File: src/rtl/neopixel_pkg.sv
// -----------------------------------------------------------------------------
// neopixel_pkg
//
// Shared definitions for the NeoPixel (WS2812) transmit driver and receiver.
//   - Protocol timing constants in nanoseconds / microseconds.
//   - ns_to_tck / us_to_tck : convert a duration into i_clk ticks using
//     integer division (clk_hz / 1_000_000 * duration / 1000).
//   - rx_state_t : receiver state encoding.
// -----------------------------------------------------------------------------
package neopixel_pkg;

   localparam int unsigned T0H_NS    = 350;
   localparam int unsigned T1H_NS    = 700;
   localparam int unsigned TH_NS     = 525;
   localparam int unsigned GLITCH_NS = 150;
   localparam int unsigned HMAX_NS   = 2000;
   localparam int unsigned RST_US    = 50;

   // Ticks per microsecond are computed first so that the result matches the
   // integer arithmetic used by the transmit side exactly.
   function automatic int unsigned ns_to_tck(input int unsigned clk_hz,
                                             input int unsigned ns);
      return clk_hz / 1_000_000 * ns / 1000;
   endfunction

   function automatic int unsigned us_to_tck(input int unsigned clk_hz,
                                             input int unsigned us);
      return clk_hz / 1_000_000 * us;
   endfunction

   typedef enum logic [1:0] {
      ARM,
      IDLE,
      HIGH,
      LOW
   } rx_state_t;

endpackage

File: src/rtl/neopixel_sync2.sv
// -----------------------------------------------------------------------------
// neopixel_sync2
//
// Two-flop synchroniser for an asynchronous single-bit input, with registered
// one-cycle rise/fall pulses that line up with the synchronised level.
//
// Ports:
//   clk    in   sampling clock
//   rst_n  in   asynchronous active-low reset
//   din    in   asynchronous input
//   level  out  synchronised level (2 flops after din)
//   rise   out  one-cycle pulse on the first cycle level is high
//   fall   out  one-cycle pulse on the first cycle level is low
// -----------------------------------------------------------------------------
module neopixel_sync2 (
   input  logic clk,
   input  logic rst_n,
   input  logic din,
   output logic level,
   output logic rise,
   output logic fall
);

   logic meta_q;
   logic sync_q;
   logic rise_q;
   logic fall_q;

   // The edge pulses are computed from the two synchroniser stages and
   // registered on the same edge that updates sync_q, so a pulse is high in
   // exactly the first cycle of the new level and adds no extra latency.
   always_ff @(posedge clk or negedge rst_n) begin
      if (!rst_n) begin
         meta_q <= 1'b0;
         sync_q <= 1'b0;
         rise_q <= 1'b0;
         fall_q <= 1'b0;
      end else begin
         meta_q <= din;
         sync_q <= meta_q;
         rise_q <= meta_q & ~sync_q;
         fall_q <= ~meta_q & sync_q;
      end
   end

   assign level = sync_q;
   assign rise  = rise_q;
   assign fall  = fall_q;

endmodule

File: src/rtl/neopixel_rx.sv
// -----------------------------------------------------------------------------
// neopixel_rx
//
// WS2812 single-wire stream receiver. Each high pulse is measured and
// classified as a 0 or 1 bit; bits are assembled MSB-first into bytes that are
// written into an external LEDS*3-byte frame buffer (G,R,B per LED).
//
// Optional feature macro: NEOPIXEL_RX_ERR_EN
//   When defined, adds o_err (pulse per rejected glitch or over-long high
//   abort) and o_err_cnt (saturating error count, cleared by reset only).
//
// Ports:
//   i_clk          in   system clock
//   i_rst_n        in   asynchronous active-low reset
//   i_din          in   NeoPixel data line (asynchronous)
//   o_wr_en        out  one-cycle buffer write strobe
//   o_wr_addr      out  byte address for o_wr_data
//   o_wr_data      out  received byte
//   o_busy         out  high while a frame is being received
//   o_frame_done   out  one-cycle pulse at end of frame
//   o_frame_bytes  out  complete bytes written in the last frame
//   o_overflow     out  sticky: frame exceeded LEDS*3 bytes
//   o_err          out  (NEOPIXEL_RX_ERR_EN) error pulse
//   o_err_cnt      out  (NEOPIXEL_RX_ERR_EN) saturating error count
// -----------------------------------------------------------------------------
module neopixel_rx
   import neopixel_pkg::*;
#(
   parameter  int LEDS   = 200,
   parameter  int CLK_HZ = 50_000_000,
   localparam int AW     = $clog2(LEDS * 3)
) (
   input  logic          i_clk,
   input  logic          i_rst_n,
   input  logic          i_din,
   output logic          o_wr_en,
   output logic [AW-1:0] o_wr_addr,
   output logic [7:0]    o_wr_data,
   output logic          o_busy,
   output logic          o_frame_done,
   output logic [AW:0]   o_frame_bytes,
   output logic          o_overflow
`ifdef NEOPIXEL_RX_ERR_EN
   ,
   output logic          o_err,
   output logic [7:0]    o_err_cnt
`endif
);

   localparam int unsigned TH_TCK     = ns_to_tck(CLK_HZ, TH_NS);
   localparam int unsigned GLITCH_TCK = ns_to_tck(CLK_HZ, GLITCH_NS);
   localparam int unsigned HMAX_TCK   = ns_to_tck(CLK_HZ, HMAX_NS);
   localparam int unsigned RST_TCK    = us_to_tck(CLK_HZ, RST_US);

   localparam int HW    = $clog2(HMAX_TCK + 1);
   localparam int LW    = $clog2(RST_TCK + 1);
   localparam int DEPTH = LEDS * 3;

   localparam logic [HW-1:0] TH_C       = HW'(TH_TCK);
   localparam logic [HW-1:0] GLITCH_C   = HW'(GLITCH_TCK);
   localparam logic [HW-1:0] HMAX_C     = HW'(HMAX_TCK);
   localparam logic [HW-1:0] HI_ONE     = HW'(1);
   localparam logic [LW-1:0] RST_LAST_C = LW'(RST_TCK - 1);
   localparam logic [LW-1:0] LO_ONE     = LW'(1);
   localparam logic [AW:0]   DEPTH_C    = (AW + 1)'(DEPTH);
   localparam logic [AW:0]   BYTE_ONE   = (AW + 1)'(1);

   logic din_level;
   logic din_rise;
   logic din_fall;

   rx_state_t     state_q,       state_d;
   logic [HW-1:0] hi_cnt_q,      hi_cnt_d;
   logic [LW-1:0] lo_cnt_q,      lo_cnt_d;
   logic [7:0]    shreg_q,       shreg_d;
   logic [2:0]    bit_cnt_q,     bit_cnt_d;
   logic [AW:0]   byte_cnt_q,    byte_cnt_d;
   logic          wr_en_q,       wr_en_d;
   logic [AW-1:0] wr_addr_q,     wr_addr_d;
   logic [7:0]    wr_data_q,     wr_data_d;
   logic          busy_q,        busy_d;
   logic          done_q,        done_d;
   logic [AW:0]   frame_bytes_q, frame_bytes_d;
   logic          ovf_q,         ovf_d;
   logic          bit_v;
   logic [7:0]    byte_v;
`ifdef NEOPIXEL_RX_ERR_EN
   logic          err_q,         err_d;
   logic [7:0]    err_cnt_q,     err_cnt_d;
`endif

   neopixel_sync2 u_sync (
      .clk   (i_clk),
      .rst_n (i_rst_n),
      .din   (i_din),
      .level (din_level),
      .rise  (din_rise),
      .fall  (din_fall)
   );

   // All receiver state, counters and outputs are registered here; the
   // next-state values come from the combinational block below.
   always_ff @(posedge i_clk or negedge i_rst_n) begin
      if (!i_rst_n) begin
         state_q       <= ARM;
         hi_cnt_q      <= '0;
         lo_cnt_q      <= '0;
         shreg_q       <= '0;
         bit_cnt_q     <= '0;
         byte_cnt_q    <= '0;
         wr_en_q       <= 1'b0;
         wr_addr_q     <= '0;
         wr_data_q     <= '0;
         busy_q        <= 1'b0;
         done_q        <= 1'b0;
         frame_bytes_q <= '0;
         ovf_q         <= 1'b0;
`ifdef NEOPIXEL_RX_ERR_EN
         err_q         <= 1'b0;
         err_cnt_q     <= '0;
`endif
      end else begin
         state_q       <= state_d;
         hi_cnt_q      <= hi_cnt_d;
         lo_cnt_q      <= lo_cnt_d;
         shreg_q       <= shreg_d;
         bit_cnt_q     <= bit_cnt_d;
         byte_cnt_q    <= byte_cnt_d;
         wr_en_q       <= wr_en_d;
         wr_addr_q     <= wr_addr_d;
         wr_data_q     <= wr_data_d;
         busy_q        <= busy_d;
         done_q        <= done_d;
         frame_bytes_q <= frame_bytes_d;
         ovf_q         <= ovf_d;
`ifdef NEOPIXEL_RX_ERR_EN
         err_q         <= err_d;
         err_cnt_q     <= err_cnt_d;
`endif
      end
   end

   // Next-state logic. The rise pulse loads hi_cnt with 1 and the fall pulse
   // loads lo_cnt with 1, so each counter holds the exact number of cycles
   // the synchronised line has spent at its level when the next decision is
   // taken. The byte counter doubles as the write address and is never
   // advanced past the buffer depth, which makes o_frame_bytes saturate.
   always_comb begin
      state_d       = state_q;
      hi_cnt_d      = hi_cnt_q;
      lo_cnt_d      = lo_cnt_q;
      shreg_d       = shreg_q;
      bit_cnt_d     = bit_cnt_q;
      byte_cnt_d    = byte_cnt_q;
      wr_en_d       = 1'b0;
      wr_addr_d     = wr_addr_q;
      wr_data_d     = wr_data_q;
      busy_d        = busy_q;
      done_d        = 1'b0;
      frame_bytes_d = frame_bytes_q;
      ovf_d         = ovf_q;
      bit_v         = (hi_cnt_q >= TH_C);
      byte_v        = {shreg_q[6:0], bit_v};
`ifdef NEOPIXEL_RX_ERR_EN
      err_d         = 1'b0;
`endif

      case (state_q)
         // Wait for a full reset gap so capture never starts mid-frame.
         ARM: begin
            if (din_level) begin
               lo_cnt_d = '0;
            end else if (lo_cnt_q >= RST_LAST_C) begin
               lo_cnt_d = '0;
               state_d  = IDLE;
            end else begin
               lo_cnt_d = lo_cnt_q + LO_ONE;
            end
         end

         IDLE: begin
            if (din_rise) begin
               byte_cnt_d = '0;
               bit_cnt_d  = '0;
               wr_addr_d  = '0;
               ovf_d      = 1'b0;
               busy_d     = 1'b1;
               hi_cnt_d   = HI_ONE;
               state_d    = HIGH;
            end
         end

         HIGH: begin
            if (din_fall) begin
               lo_cnt_d = LO_ONE;
               state_d  = LOW;
               if (hi_cnt_q < GLITCH_C) begin
`ifdef NEOPIXEL_RX_ERR_EN
                  err_d = 1'b1;
`endif
               end else begin
                  shreg_d   = byte_v;
                  bit_cnt_d = bit_cnt_q + 3'd1;
                  if (bit_cnt_q == 3'd7) begin
                     if (byte_cnt_q < DEPTH_C) begin
                        wr_en_d    = 1'b1;
                        wr_addr_d  = byte_cnt_q[AW-1:0];
                        wr_data_d  = byte_v;
                        byte_cnt_d = byte_cnt_q + BYTE_ONE;
                     end else begin
                        ovf_d = 1'b1;
                     end
                  end
               end
            end else if (hi_cnt_q >= HMAX_C) begin
               // A stuck-high line is not a valid frame; resynchronise.
               lo_cnt_d = '0;
               busy_d   = 1'b0;
               state_d  = ARM;
`ifdef NEOPIXEL_RX_ERR_EN
               err_d    = 1'b1;
`endif
            end else begin
               hi_cnt_d = hi_cnt_q + HI_ONE;
            end
         end

         LOW: begin
            if (din_rise) begin
               hi_cnt_d = HI_ONE;
               state_d  = HIGH;
            end else if (lo_cnt_q >= RST_LAST_C) begin
               // End of frame; any partial byte in shreg is simply dropped.
               done_d        = 1'b1;
               frame_bytes_d = byte_cnt_q;
               busy_d        = 1'b0;
               lo_cnt_d      = '0;
               state_d       = IDLE;
            end else begin
               lo_cnt_d = lo_cnt_q + LO_ONE;
            end
         end

         default: begin
            state_d = ARM;
         end
      endcase

`ifdef NEOPIXEL_RX_ERR_EN
      err_cnt_d = err_cnt_q;
      if (err_d && (err_cnt_q != 8'hFF)) begin
         err_cnt_d = err_cnt_q + 8'd1;
      end
`endif
   end

   assign o_wr_en       = wr_en_q;
   assign o_wr_addr     = wr_addr_q;
   assign o_wr_data     = wr_data_q;
   assign o_busy        = busy_q;
   assign o_frame_done  = done_q;
   assign o_frame_bytes = frame_bytes_q;
   assign o_overflow    = ovf_q;
`ifdef NEOPIXEL_RX_ERR_EN
   assign o_err         = err_q;
   assign o_err_cnt     = err_cnt_q;
`endif

endmodule
File: config.mk
export PLATFORM = sky130hd
export DESIGN_NAME = neopixel_rx
export DESIGN_NICKNAME = d
export VERILOG_FILES = /design/src/rtl/neopixel_pkg.sv /design/src/rtl/neopixel_sync2.sv /design/src/rtl/neopixel_rx.sv
export SDC_FILE = /design/constraint.sdc
export NUM_CORES = 1
export LEC_CHECK = 0
export CAP_MARGIN = 20
export CORE_ASPECT_RATIO = 0.8
export CORE_UTILIZATION = 40
export CTS_CLUSTER_DIAMETER = 40
export DETAILED_ROUTE_END_ITERATION = 8
export GPL_ROUTABILITY_DRIVEN = 0
export SLEW_MARGIN = 20
export SYNTH_ARGS = -nofsm -noshare
export SYNTH_HDL_FRONTEND = slang
export SYNTH_HIERARCHICAL = 1
export SYNTH_SLANG_ARGS = --single-unit
File: constraint.sdc
create_clock -name i_clk -period 2.6 [get_ports i_clk]
set_input_delay 0.39 -clock i_clk [delete_from_list [all_inputs] [get_ports i_clk]]
set_output_delay 0.39 -clock i_clk [all_outputs]
set_load 0.1 [all_outputs]
* Yosys cells after proc, flatten, opt, wreduce, memory -nomap -nowiden
Index checks and enable logic that the tools add are counted.
** Storage, ports and cells
- Memories :: 0
- Latch bits :: 0
- Bits in writable memories :: 0
- Output and inout bits :: 33
- Bits in registers :: 79
- ROM bits :: 0
** Operators by class
- $mul :: 0
- Divide/modulo/power cells :: 0
- $add $sub $neg :: 4
- Muxes and demuxes :: 53
- Order comparisons :: 5
- Bitwise operators :: 6
- Shift-type cells :: 0
- Equality and inequality tests :: 18
- Reduce and logical (&&, ||, !) cells :: 16
** Operators by type and width (count)
- 12-bit 2-to-1 mux :: 5
- 11-bit 2-to-1 mux :: 5
- 10-bit 2-to-1 mux :: 5
- 12-bit one-hot mux with 3 select lines :: 1
- 11-bit one-hot mux with 2 select lines :: 1
- 7-bit 2-to-1 mux :: 3
- 2-bit inequality test (second input constant) :: 10
- 10-bit one-hot mux with 2 select lines :: 1
- 1-bit 2-to-1 mux :: 18
- 6-bit AND reduction :: 3
- 7-bit one-hot mux with 2 select lines :: 1
- 12-bit by 1-bit adder with 12-bit output (second input constant) :: 1
- 12-bit greater-or-equal comparator (second input constant) :: 1
- 2-bit 2-to-1 mux :: 6
- 3-bit AND reduction :: 4
- 11-bit by 1-bit adder with 11-bit output (second input constant) :: 1
- 11-bit by 10-bit less-than comparator with 1-bit output (second input constant) :: 1
- 3-bit 2-to-1 mux :: 3
- 2-bit one-hot mux with 4 select lines :: 1
- 4-bit AND reduction :: 2
- 7-bit by 1-bit adder with 7-bit output (second input constant) :: 1
- 7-bit by 5-bit greater-or-equal comparator with 1-bit output (second input constant) :: 1
- 7-bit greater-or-equal comparator (second input constant) :: 1
- 7-bit by 3-bit less-than comparator with 1-bit output (second input constant) :: 1
- other kinds (16) :: 25

* Depth between registers and ports, before layout
- Word-level depth :: 6
- Depth in mapped cells :: 8
- Gate-level depth less buffers :: 7

* Modules after synthesis
Netlist, hierarchy kept.
** By module, submodules not included
- neopixel_rx :: area each 3457.1 um^2, instances 1, cells an instance 293, seq. area each 1876.8 um^2
- neopixel_sync2 :: area each 115.1 um^2, instances 1, cells an instance 6, seq. area each 100.1 um^2

* Worst setup path before layout
No wires, ideal clock.
- Kind :: flip-flop to flip-flop
- Start :: reg lo_cnt_q[0]
- End :: reg frame_bytes_q[2], in the netlist o_frame_bytes[2]
- Arrival :: 2.057 ns
- Library setup time :: 0.126 ns
- Buffers on the path :: 1
- Cell stages (with the launch flop) :: 8
- Required time :: 2.474 ns
- Path slack :: 0.417 ns
- Cell sequence :: dfrtp_1 -> ha_1 -> or4_1 -> o21a_1 -> o31ai_4 -> nor3_2 -> buf_6 -> mux2_4
** On the way
- Word-level cells in the longest chain between the ends :: 2
** Ends and longest elaborated chain
- start: declaration :: line neopixel_rx.sv:74 : logic [LW-1:0] lo_cnt_q, lo_cnt_d;
- start signal: assignment :: line neopixel_rx.sv:125 : lo_cnt_q <= lo_cnt_d;
- 12-bit greater-or-equal comparator :: line neopixel_rx.sv:232 : end else if (lo_cnt_q >= RST_LAST_C) begin
- 3-bit AND reduction (no line)
- end signal: assignment :: line neopixel_rx.sv:134 : frame_bytes_q <= frame_bytes_d;
- end: declaration :: line neopixel_rx.sv:83 : logic [AW:0] frame_bytes_q, frame_bytes_d;
No other way between the ends.
A chain may end at the register's enable or synchronous reset.

* Worst setup path after layout
- Start :: reg lo_cnt_q[0]
- End :: reg lo_cnt_q[8]
** On the way
- Word-level cells in the longest chain between the ends :: 4
- Elaborated cells between the ends (all ways) :: 6
** Ends and longest elaborated chain
- 12-bit by 1-bit adder with 12-bit output or 12-bit greater-or-equal comparator (tied branches)
- 12-bit 2-to-1 mux (*) :: line neopixel_rx.sv:173, neopixel_rx.sv:232
- 12-bit 2-to-1 mux, on equally long branches :: line neopixel_rx.sv:229, neopixel_rx.sv:171
- 12-bit one-hot mux with 3 select lines (*) :: line neopixel_rx.sv:168 : case (state_q)
Every way passes the cells marked *; elsewhere a longest branch is shown, timed or not. The select of a mux whose other input is x is not followed.

==> results.md <==
* Final design utilization at 0.495
* Area growth syn-to-layout at 18.6%
* Async set-reset flop share out of synthesis at 1.00
* CP required at 2.84 ns
* Worst-path cell chain: ha_1 > or4_1 > o21a_1 > o31ai_4 > nand3_1 > o311ai_1
* Overall Power at 0.00215 W
* H-tree Lvls at 3
* Die Span X at 108 um
* CTS tree: built
* Share of layout cells above drive strength 1 at 0.273
* Synthesized Nets at 308
* Final Hold Vio Count at 4
* Nets@finish at 356
* DIE HEIGHT at 86.5 um
* Slew at the pin closest to its max-slew limit at 0.750 ns
* Die area at 0.00931 mm2
* Number of antenna violations at the first check in global routing at 0
* Clock transition at path regs at 0.08 ns
* Worst skew pair latency at 0.35 ns
* Critical path class: reg2reg
* Crit end category: flip-flop
* Post-synth top flop: dfrtp_1
* Max-cap viol count at 0
* Vias per inst at 5.40
* Failing checks: negative hold slack
* Final TNS setup at 0 ns
* # diodes at 0
* Post-DP HPWL at 4970 um
* Core Rows at 30
* CP Launch Type: flip-flop
* Final period util at 0.917
* Fillers at 789
* Post-Syn Area at 0.00357 mm2
* Detail Route Antenna Nets at 0
* Final period demand of the worst path at 2.38 ns
* Top Ports at 36
* Final setup viols at 0
* Final slew viol count at 0
* F_max at 420 MHz
* Vias at 2,505
* Setup Skew at 0.0117 ns
* Syn avg cell area at 11.9 um2
* Critical Path AT at 2.62 ns
* First-pass GRT wire length at 11,900 um
* Post-CTS Setup Bufs at 0
* Clk root buf: clkbuf_8
* Worst-path fanout max at 7
* Crit path max-delay family: compound AO/OA/AOI/OAI gates
* Status: finished, violations left
* Starting Density at 0.417
* Pre-Repair DR Iteration Count at 4
* Post-synth EDFFs at 0
* Initial DRC Count at 70
* GR Util All Layers at 0.166
* Port-buffer cells at 35
* WHS at -0.00663 ns
* Yosys Warn Count at 6
* Sequential area share after synthesis at 0.553
* PwrDens at 508 mW/mm2
* DR WL/cell at 15.2 um
* Synth Register Bits at 79
* Vias in the first global route at 2,414
* Dpl ws at 0.0880 ns
* Final WS setup at 0.216 ns
* Core Region at 0.00856 mm2
* Worst path max stage delay at 0.42 ns
* DRC viols at 0
* LEAKAGE at 2.06 nW
* CTS max path bufs at 2
* Cells after Synth at 299
* CP max stage cell: dfrtp_1
* Buf/Inv on CP at 0
* CTS Sinks at 79
* Drt total wl at 7040 um
* Peak supply drop at 268 uV
* RSZ-0062 raised after global routing: no
* Worst Hold Class: in2async
* Largest net degree at the start of global routing at 44
* Grt ovf at 0
* Post-synth cell types at 53
* Worst relative slew slack at 0.494
* CTS buffer count at 9
[routing by layer]
layer  vias up  GRT usage  wire [um]
met5         -          0          0
met4         0     0.0473         76
met3        13     0.0511        302
met2        43      0.238       3080
met1      1234      0.241       3580
li1       1215          -          -
[state kept, by name, indices dropped and copies added (netlist names)]
signal / flops
o_busy: 1
o_wr_en: 1
o_wr_data: 8
lo_cnt_q: 12
hi_cnt_q: 7
u_sync/level: 1
o_overflow: 1
u_sync/fall: 1
u_sync/meta_q: 1
shreg_q: 7
o_frame_bytes: 11
u_sync/rise: 1
o_wr_addr: 10
bit_cnt_q: 3
o_frame_done: 1
state_q: 2
byte_cnt_q: 11
[per-stage QoR]
| step | cell area (um2) | std cells |
|---|---|---|
| after floorplan | 3570 | 299 |
| after global placement | 4030 | 448 |
| after detailed placement | 4030 | 448 |
| after CTS | 4220 | 464 |
| after global routing | 4240 | 464 |
| final | 4240 | 464 |
[cell families after synthesis]
logic type	after synthesis	share of synthesized area
buf+inv	13	0.0193
simple gates	98	0.146
flops	79	0.553
fa+ha+maj	6	0.0210
compound gates	71	0.155
xor+xnor	4	0.00981
mux	28	0.0956
[report_power, final]
part | switching (W) | total (W) | internal (W)
registers | 0.00000904 | 0.00124 | 0.00123
clock network | 0.000453 | 0.000857 | 0.000404
logic | 0.0000362 | 0.0000517 | 0.0000155
[final cells by class]
class	instances	area, um2	area share
well taps	112	140	0.0331
clock inverters	5	40.0	0.00945
multi-input cells	207	1550	0.366
flip-flops and latches	79	1980	0.467
inverters	4	15.0	0.00355
repair buffers	46	360	0.0851
clock buffers	11	151	0.0357
[synth_stat cells, drive strengths merged, types with 3 or more instances]
library cell / instances / share of area
nor3: 6 / 0.013
a22o: 15 / 0.037
nor2b: 6 / 0.011
mux2: 25 / 0.087
o21ai: 11 / 0.015
o31ai: 8 / 0.021
mux2i: 3 / 0.0084
o311ai: 4 / 0.0098
and3: 6 / 0.011
buf: 6 / 0.012
nand2: 26 / 0.027
or3: 5 / 0.0088
a31oi: 4 / 0.0070
ha: 6 / 0.021
clkbuf: 3 / 0.0032
dfrtp: 79 / 0.55
nand3: 10 / 0.014
nand4: 5 / 0.0088
or4: 4 / 0.0084
inv: 4 / 0.0042
nor2: 18 / 0.019
a21oi: 12 / 0.017
xor2: 4 / 0.0098
nand2b: 4 / 0.0070
[worst paths after layout]
kind / cells after the start / slack (ns) / start / end
min in group i_clk: 0 / 0.40 / u_sync/meta_q$_DFF_PN0_ / u_sync/level$_DFF_PN0_
setup / recovery: 6 / 0.22 / lo_cnt_q[0]$_DFFE_PN0P_ / lo_cnt_q[8]$_DFFE_PN0P_
max in group asynchronous: 2 / 2.02 / i_rst_n / lo_cnt_q[4]$_DFFE_PN0P_
hold reg to reg: 0 / 0.40 / u_sync/meta_q$_DFF_PN0_ / u_sync/level$_DFF_PN0_
hold / removal: 1 / -0.007 / i_rst_n / hi_cnt_q[0]$_DFFE_PN0P_
setup reg to reg: 6 / 0.22 / lo_cnt_q[0]$_DFFE_PN0P_ / lo_cnt_q[8]$_DFFE_PN0P_
[timing repair]
item                       4_1_cts  5_1_grt
setup endpoints to repair        0        2
hold buffers                     0        0
resized for setup                0        1
hold endpoints to repair         0        0
[cells in the final DEF (no fill, tap or decap), types with 2 or more instances in the layout]
cell type,synthesis,routed
mux2_4,8,8
a31oi_1,4,4
a22o_1,15,15
or4_1,4,4
nand2_1,26,26
buf_4,0,44
nand2b_1,4,4
mux2i_1,3,3
o21a_1,2,2
nor3_1,4,4
nor2b_1,6,6
clkbuf_8,0,11
nor2_1,18,18
o21ai_0,10,10
xor2_1,4,4
and3_1,6,6
nand4_1,5,5
mux2_2,17,17
inv_1,4,4
nand3_1,10,10
clkinvlp_4,0,3
and2_1,2,2
or3_1,5,5
a21oi_1,12,12
ha_1,6,6
nor3_4,1,2
a21o_1,2,2
dfrtp_1,79,79
o31ai_1,7,7
o311ai_1,3,3
(Power assumes the default switching activity.)
